`config.mk`:
```
export PLATFORM = sky130hd
export DESIGN_NAME = pc_unit_flat
export DESIGN_NICKNAME = d
export VERILOG_FILES = /design/src/rtl/pc_unit_if.sv /design/src/rtl/pc_unit.sv /design/src/flat_wrapper.sv
export SDC_FILE = /design/constraint.sdc
export NUM_CORES = 1
export LEC_CHECK = 0
export CAP_MARGIN = 40
export CORE_ASPECT_RATIO = 1.75
export CORE_MARGIN = 3
export CORE_UTILIZATION = 40
export CTS_BUF_LIST = sky130_fd_sc_hd__clkbuf_8
export DETAILED_ROUTE_END_ITERATION = 8
export PLACE_DENSITY = 0.71
export SETUP_SLACK_MARGIN = 0.3
export SYNTH_ARGS = -nofsm -noshare
export SYNTH_HDL_FRONTEND = slang
export SYNTH_SLANG_ARGS = --single-unit
```
`constraint.sdc`:
```
create_clock -name clk -period 4.4 [get_ports clk]
set_clock_uncertainty 0.2 [all_clocks]
set_input_delay 0.88 -clock clk [delete_from_list [all_inputs] [get_ports clk]]
set_output_delay 0.88 -clock clk [all_outputs]
set_load 0.02 [all_outputs]
```
`src/rtl/pc_unit_if.sv`:
```
// rtl/pc_unit_if.sv - fetch-PC control/status bundle between next-PC logic and the PC unit
interface pc_unit_if #(
   parameter int XLEN = 32
);
   logic            stall;
   logic            branch_taken;
   logic [XLEN-1:0] branch_target;
   logic            jump;
   logic [XLEN-1:0] jump_target;
   logic            trap;
   logic [XLEN-1:0] pc_out;
   logic [XLEN-1:0] pc_plus;
   logic            pc_valid;
   logic [XLEN-1:0] epc;
   logic            misaligned;

   // execute-side view: issues redirects, observes the fetch PC
   modport master (
      output stall, branch_taken, branch_target, jump, jump_target, trap,
      input  pc_out, pc_plus, pc_valid, epc, misaligned
   );

   // PC-unit view
   modport slave (
      input  stall, branch_taken, branch_target, jump, jump_target, trap,
      output pc_out, pc_plus, pc_valid, epc, misaligned
   );
endinterface

```
`src/rtl/pc_unit.sv`:
```
// rtl/pc_unit.sv - RV32I fetch PC unit with stall, pending redirect, bubble and EPC; option macro PC_ALIGN_CHECK_EN
module pc_unit #(
   parameter int              XLEN         = 32,
   parameter logic [XLEN-1:0] RESET_VECTOR = 'h0,
   parameter logic [XLEN-1:0] TRAP_VECTOR  = 'h100,
   parameter int              INC_BYTES    = 4,
   parameter int              BUBBLE_CYC   = 1
) (
   input  logic         clk,
   input  logic         reset_n,
   pc_unit_if.slave     bus
);
   typedef enum logic [1:0] {BOOT, RUN, BUBBLE} state_t;

   localparam logic [XLEN-1:0] INC      = XLEN'(INC_BYTES);
   localparam logic [1:0]      BUB_INIT = (BUBBLE_CYC == 0) ? 2'd0 : 2'(BUBBLE_CYC - 1);

   state_t          state;
   logic [XLEN-1:0] pc;
   logic [XLEN-1:0] epc;
   logic            pc_valid;
   logic            misaligned;
   logic [1:0]      bub_cnt;
   logic            pend_valid;
   logic [XLEN-1:0] pend_target;

   logic            redirect_req;
   logic [XLEN-1:0] redirect_tgt;
   logic            apply;
   logic [XLEN-1:0] apply_tgt;
   logic [XLEN-1:0] load_tgt;
   logic            fault;

   assign bus.pc_out     = pc;
   assign bus.pc_plus    = pc + INC;
   assign bus.pc_valid   = pc_valid;
   assign bus.epc        = epc;
   assign bus.misaligned = misaligned;

   // Resolve which redirect (new one or buffered one) lands this cycle; jump outranks branch
   always_comb begin
      redirect_req = bus.jump | bus.branch_taken;
      redirect_tgt = bus.jump ? bus.jump_target : bus.branch_target;
      apply        = 1'b0;
      apply_tgt    = pend_target;
      if (!bus.stall) begin
         if (redirect_req) begin
            apply     = 1'b1;
            apply_tgt = redirect_tgt;
         end else if (pend_valid) begin
            apply     = 1'b1;
         end
      end
`ifdef PC_ALIGN_CHECK_EN
      load_tgt = apply_tgt;
      fault    = apply && (apply_tgt[1:0] != 2'b00);
`else
      load_tgt = apply_tgt & ~XLEN'(3);
      fault    = 1'b0;
`endif
   end

   // PC / EPC / pending buffer update and BOOT-RUN-BUBBLE sequencing with registered outputs
   always_ff @(posedge clk) begin
      if (!reset_n) begin
         state       <= BOOT;
         pc          <= RESET_VECTOR;
         epc         <= '0;
         pc_valid    <= 1'b0;
         misaligned  <= 1'b0;
         bub_cnt     <= 2'd0;
         pend_valid  <= 1'b0;
         pend_target <= '0;
      end else begin
         misaligned <= 1'b0;
         case (state)
            BOOT: begin
               // boot cycle presents RESET_VECTOR without advancing it
               state    <= RUN;
               pc_valid <= 1'b1;
            end
            default: begin
               if (bus.trap || fault) begin
                  pc         <= TRAP_VECTOR;
                  epc        <= pc;
                  pend_valid <= 1'b0;
                  misaligned <= fault;
                  if (BUBBLE_CYC == 0) begin
                     state    <= RUN;
                     pc_valid <= 1'b1;
                  end else begin
                     state    <= BUBBLE;
                     pc_valid <= 1'b0;
                     bub_cnt  <= BUB_INIT;
                  end
               end else if (apply) begin
                  pc         <= load_tgt;
                  pend_valid <= 1'b0;
                  if (BUBBLE_CYC == 0) begin
                     state    <= RUN;
                     pc_valid <= 1'b1;
                  end else begin
                     state    <= BUBBLE;
                     pc_valid <= 1'b0;
                     bub_cnt  <= BUB_INIT;
                  end
               end else begin
                  // a redirect seen under stall is parked; the newest one wins
                  if (redirect_req) begin
                     pend_valid  <= 1'b1;
                     pend_target <= redirect_tgt;
                  end
                  if (!bus.stall) begin
                     pc <= pc + INC;
                  end
                  // bubble length counts cycles, stalled or not
                  if (state == BUBBLE) begin
                     if (bub_cnt == 2'd0) begin
                        state    <= RUN;
                        pc_valid <= 1'b1;
                     end else begin
                        bub_cnt <= bub_cnt - 2'd1;
                     end
                  end
               end
            end
         endcase
      end
   end
endmodule
```
`src/flat_wrapper.sv`:
```
// flat-port wrapper written by rule: the top's interface ports become plain ports
module pc_unit_flat 
#(
   parameter int              XLEN         = 32,
   parameter logic [XLEN-1:0] RESET_VECTOR = 'h0,
   parameter logic [XLEN-1:0] TRAP_VECTOR  = 'h100,
   parameter int              INC_BYTES    = 4,
   parameter int              BUBBLE_CYC   = 1
)
  (clk, reset_n, bus_stall, bus_branch_taken, bus_branch_target, bus_jump, bus_jump_target, bus_trap, bus_pc_out, bus_pc_plus, bus_pc_valid, bus_epc, bus_misaligned);
  pc_unit_if #(.XLEN(XLEN)) bus_i ();
  input  logic clk;
  input  logic reset_n;
  input wire logic [$bits(bus_i.stall)-1:0] bus_stall;
  input wire logic [$bits(bus_i.branch_taken)-1:0] bus_branch_taken;
  input wire logic [$bits(bus_i.branch_target)-1:0] bus_branch_target;
  input wire logic [$bits(bus_i.jump)-1:0] bus_jump;
  input wire logic [$bits(bus_i.jump_target)-1:0] bus_jump_target;
  input wire logic [$bits(bus_i.trap)-1:0] bus_trap;
  output wire logic [$bits(bus_i.pc_out)-1:0] bus_pc_out;
  output wire logic [$bits(bus_i.pc_plus)-1:0] bus_pc_plus;
  output wire logic [$bits(bus_i.pc_valid)-1:0] bus_pc_valid;
  output wire logic [$bits(bus_i.epc)-1:0] bus_epc;
  output wire logic [$bits(bus_i.misaligned)-1:0] bus_misaligned;
  assign bus_i.stall = bus_stall;
  assign bus_i.branch_taken = bus_branch_taken;
  assign bus_i.branch_target = bus_branch_target;
  assign bus_i.jump = bus_jump;
  assign bus_i.jump_target = bus_jump_target;
  assign bus_i.trap = bus_trap;
  assign bus_pc_out = bus_i.pc_out;
  assign bus_pc_plus = bus_i.pc_plus;
  assign bus_pc_valid = bus_i.pc_valid;
  assign bus_epc = bus_i.epc;
  assign bus_misaligned = bus_i.misaligned;
  pc_unit #(.XLEN(XLEN), .RESET_VECTOR(RESET_VECTOR), .TRAP_VECTOR(TRAP_VECTOR), .INC_BYTES(INC_BYTES), .BUBBLE_CYC(BUBBLE_CYC)) u_core (.clk(clk), .reset_n(reset_n), .bus(bus_i));
endmodule
```
* Yosys cells after proc, flatten, opt, wreduce, memory -nomap -nowiden *
Index checks and enable logic that the tools add are counted.

operators by class
  add/subtract/negate cells = 2
  shift-type cells = 0
  order comparisons = 0
  multipliers = 0
  div/mod/pow operators = 0
  reduce and logical (&&, ||, !) cells = 15
  equal/unequal tests = 3
  bitwise operators = 5
  multiplexer cells = 26

operators by type and width
  cell                                              count
  2-to-1 mux 32 bit                                 6
  adder 32 x 3 -> 32 bit, second input constant     1
  2-to-1 mux 2 bit                                  8
  2-to-1 mux 1 bit                                  12
  AND reduction 2 bit                               5
  nonzero test 3 bit                                3
  nonzero test 4 bit                                2
  AND reduction 3 bit                               2
  zero test 2 bit                                   2
  inverter 1 bit                                    4
  != test 3 x 1 -> 1 bit, second input constant     1
  != test 3 x 2 -> 1 bit, second input constant     1
  == test 2 bit, second input constant              1
  OR reduction 2 bit                                1
  subtractor 2 x 1 -> 2 bit, second input constant  1
  bitwise OR 1 bit                                  1

storage, ports and cells
  bits of input ports = 70
  register bits = 102
  word-level logic and storage cells = 59
  memory bits (read-only) = 0
  output and inout port bits = 98
  memory bits (writable) = 0
  memories = 0
  bits in latches = 0

* Logic depth before layout (Yosys ltp) *
  depth in word-level cells = 6
  mapped depth = 7
  gate-level depth less buffers = 6

* Worst setup path after synthesis *
No wires, ideal clock.

  kind = flip-flop to output port
  from = register u_core.pc[2] (netlist: u_core.bus.pc_out[2])
  to = output bus_pc_plus[22]
  setup slack = 1.084 ns
  data arrival time = 2.236 ns
  path buffers = 0
  required time = 3.320 ns
  stages on the path, launching flop included = 6
  cell sequence = dfxtp_1 ha_1 nand3_1 nor4_2 and4_2 xor2_1

on the way
  word-level cells in the longest chain between the ends = 1

RTL lines
  item                    line                text
  start, declared         pc_unit.sv:19       logic [XLEN-1:0] pc;
  start signal, assigned  pc_unit.sv:97       pc <= load_tgt;
  start signal, assigned  pc_unit.sv:114      pc <= pc + INC;
  adder 32 x 3 -> 32 bit  pc_unit.sv:35       assign bus.pc_plus = pc + INC;
  end, declared           flat_wrapper.sv:21  output wire logic [$bits(bus_i.pc_plus)-1:0] bus_pc_plus;

No other way between the ends.

* Worst setup path in the final report *
  from = register u_core.pc[10] (netlist: u_core.bus.pc_out[10])
  to = output bus_pc_plus[31]

The elaborated chain is that of the path after synthesis.

==> flow_metrics.py <==
metrics = {
    "global_routing": {
        "grt_pass1_vias": 5212,
        "grt_pass1_wl_um": 27100,
        "grt_antenna_before_repair": 0,
        "grtUsageTotal_pct": 23.3,
        "grt_max_degree": 66,
        "grt_overflow_total": 0,
    },
    "setup_path": {
        "r2r_cells": 5,
        "r2r-start": "u_core.state[0]",
        "crit_fanout": 8,
        "crit_arrival_ns": 2.88,
        "worst_ep_required_time_ns": 3.32,
        "r2r_end": "u_core.bus.pc_out[31]",
        "crit_end": "bus_pc_plus[31]",
        "critPathLaunch": "u_core.bus.pc_out[10]",
        "end_kind": "output pin",
        "ff2ff_setup_slack_ns": 1.86,
        "crit_type": "reg -> out",
        "critPathLaunchType": "flop",
    },
    "cells_and_area": {
        "post-route-util_pct": 56.7,
        "drive_gt1_share_pct": 9.38,
        "nets": 889,
        "n_antenna_cell": 0,
        "syn2layout_area_growth_pct": 37.3,
        "fillers": 1217,
    },
    "floorplan": {
        "die_h_um": 157,
        "io_pins": 168,
        "core_mm2": 0.0126,
        "die_area_mm2": 0.0145,
        "initial_core_util_pct": 41.3,
        "num_rows": 54,
        "die_x_um": 92.4,
    },
    "detailed_routing": {
        "via_per_inst": 5.59,
        "drtIter0Drc": 491,
        "dr_total_vias": 5531,
        "ant_nets": 0,
        "drt-total-wl_um": 17300,
        "drt-pass1-iter-count": 6,
        "drc": 0,
        "wl_per_cell_um": 17.4,
    },
    "timing": {
        "finalHoldViolations": 0,
        "period_share_pct": 90.1,
        "hold-worst-slack_ns": 0.258,
        "rsz0062_at_grt": "no",
        "drv_slew": 0,
        "period_minus_slack_ns": 3.96,
        "final.setup.tns_ns": 0,
        "worst_slew_pin_slew_ns": 0.847,
        "max_freq_mhz": 252,
        "setup_viol": 0,
        "worst_slew_margin_rel_pct": 43.4,
    },
    "synth": {
        "synth_warnings": 0,
        "avgSynthCellArea_um2": 7.59,
        "synthFlopType": "dfxtp_1",
        "synth-edff-count": 0,
        "ys_seq_area_share_pct": 36.4,
        "syn-cell-area_mm2": 0.00522,
        "synth_cell_type_count": 59,
        "synthArstFlopShare_pct": 0,
        "synthCells": 688,
        "yosys_register_bits": 95,
    },
    "clocking": {
        "cts_tree": "yes",
        "clk_path_buf_depth": 2,
        "cts.clk_slew.worst_paths_ns": 0.09,
        "cts_setup_buffers": 0,
        "cts_root_buffer": "clkbuf_8",
        "cts_made_buffers": 9,
        "insertion_delay_ns": 0.37,
        "clock-sinks": 95,
        "h-tree-depth": 3,
    },
    "power_and_ir_drop": {
        "internal-power_uw": 1410,
        "power_frac_clock_pct": 34.9,
        "combinationalPowerShare_pct": 18.0,
        "power_density_mw_per_mm2": 271,
        "ir_worst_vdd_v": 0.000173,
        "switching_share_pct": 27.3,
        "leakage_uw": 0.00260,
        "p_seq_share_pct": 47.0,
        "p_sw_uw": 531,
    },
    "placement": {
        "dp_hpwl_um": 13100,
        "io_buffers": 156,
        "place.gp.congestion": 0.874,
    },
    "job": {
        "drv_cap": 0,
    },
    "worst_hold_path": {
        "hp-class": "reg -> reg",
        "hold_start": "u_core.bus.epc[22]",
    },
    "status": {
        "status": "finished clean",
    },
}
-- synthesized netlist by cell type, types with 10 or more instances --
library cell | n | area [um2]
nand2_1 | 131 | 492
o21ai_0 | 44 | 220
a21oi_1 | 78 | 390
buf_2 | 11 | 55.1
a211oi_1 | 17 | 128
inv_1 | 13 | 48.8
nand3_1 | 13 | 65.1
xnor2_1 | 20 | 175
nor3_1 | 19 | 95.1
o221a_2 | 10 | 113
nor2b_1 | 18 | 113
clkbuf_1 | 40 | 150
mux2i_1 | 16 | 160
dfxtp_1 | 95 | 1900
nor2_1 | 46 | 173
-- routing by layer --
| metal | up-vias | global-route usage, % | wire length (um) |
|---|---|---|---|
| li1 | 2665 | - | - |
| met1 | 2571 | 27.9 | 6730 |
| met2 | 250 | 40.8 | 8710 |
| met3 | 45 | 3.20 | 1050 |
| met4 | 0 | 11.3 | 758 |
| met5 | - | 0 | 0 |
-- area by class of cell --
class | instances | area [um2] | area share, %
clock inverter | 6 | 109 | 1.52
inverter | 13 | 48.8 | 0.681
sequential | 95 | 1910 | 26.6
timing repair buffer | 172 | 1680 | 23.4
multi-input combinational | 526 | 3090 | 43.1
clock buffer | 9 | 124 | 1.73
tap | 168 | 210 | 2.93
-- cells by family after synthesis --
family | Yosys count | synth area share [%]
compound gates | 197 | 23.5
fa+ha+maj | 2 | 0.479
other cells | 1 | 0.0718
flops | 95 | 36.4
mux | 21 | 4.14
simple gates | 272 | 24.7
xor+xnor | 27 | 4.67
buf+inv | 73 | 6.09
-- worst min-delay path by stage --
stage                             endpoint  slack (ns)  depth (start not counted)
global route         u_core.pend_target[2]        0.28                          2
floorplan           u_core.pend_target[10]        0.24                          2
detailed placement      u_core.bus.epc[22]        0.25                          2
global placement        u_core.bus.epc[13]        0.24                          2
finish                  u_core.bus.epc[22]        0.26                          2
CTS                     u_core.bus.epc[22]        0.26                          2
-- registers in the layout, summed over array words and instances (netlist names) --
register and cells:
u_core.bus.epc 30, u_core.pend_valid 1, u_core.state 2, u_core.pend_target 30, u_core.bus.pc_out 30, u_core.bub_cnt 2
-- power groups by stage --
stage	sequential, uW	clock (uW)	combinational (uW)
after floorplan	934	0	189
after global placement	930	0	340
after detailed placement	932	0	347
after CTS	912	691	348
after global routing	917	725	378
final	914	679	350
-- worst max-delay path, stage by stage (launching register included) --
cell and delay (ns):
dfxtp_1 0.53, nand4_4 0.23, or4_4 0.59, nor2_2 0.25, nand2_1 0.12, xnor2_1 0.16, clkdlybuf4s50_1 0.63
-- cells in the final DEF, fill, tap and decap left out, types with 4 or more instances in the layout --
master,Yosys,layout
clkdlybuf4s50_1,0,151
nand2_1,131,131
dfxtp_1,95,90
a21oi_1,78,78
nor2_1,46,45
o21ai_0,44,43
xnor2_1,20,18
nor2b_1,18,18
nor3_1,19,17
a211oi_1,17,17
mux2i_1,16,16
buf_4,8,15
nand3_1,13,12
inv_1,13,12
o221a_2,10,10
and3_1,9,9
clkbuf_8,0,9
a31oi_1,8,8
nand2b_1,7,7
conb_1,1,7
xor2_1,6,6
o22ai_1,6,6
mux2_2,5,5
dfxtp_2,0,5
nand4_1,4,4
or3_1,4,4
o211ai_1,4,4
o2bb2ai_1,4,4
-- metrics by stage --
step | total power [uW] | std cells | setup slack [ns] | instance area, um2
after floorplan | 1120 | 694 | 1.08 | 5250
after global placement | 1270 | 973 | 0.543 | 6870
after detailed placement | 1280 | 974 | 0.471 | 6880
after CTS | 1950 | 989 | 0.322 | 7140
after global routing | 2020 | 989 | 0.306 | 7170
final | 1940 | 989 | 0.438 | 7170
-- what timing repair did --
action	CTS	global route
endpoints found under the setup margin	8	5
resized for setup	9	7
hold buffers	0	0
pin swaps	1	0
Note: power is estimated with default switching activity, not from simulation.
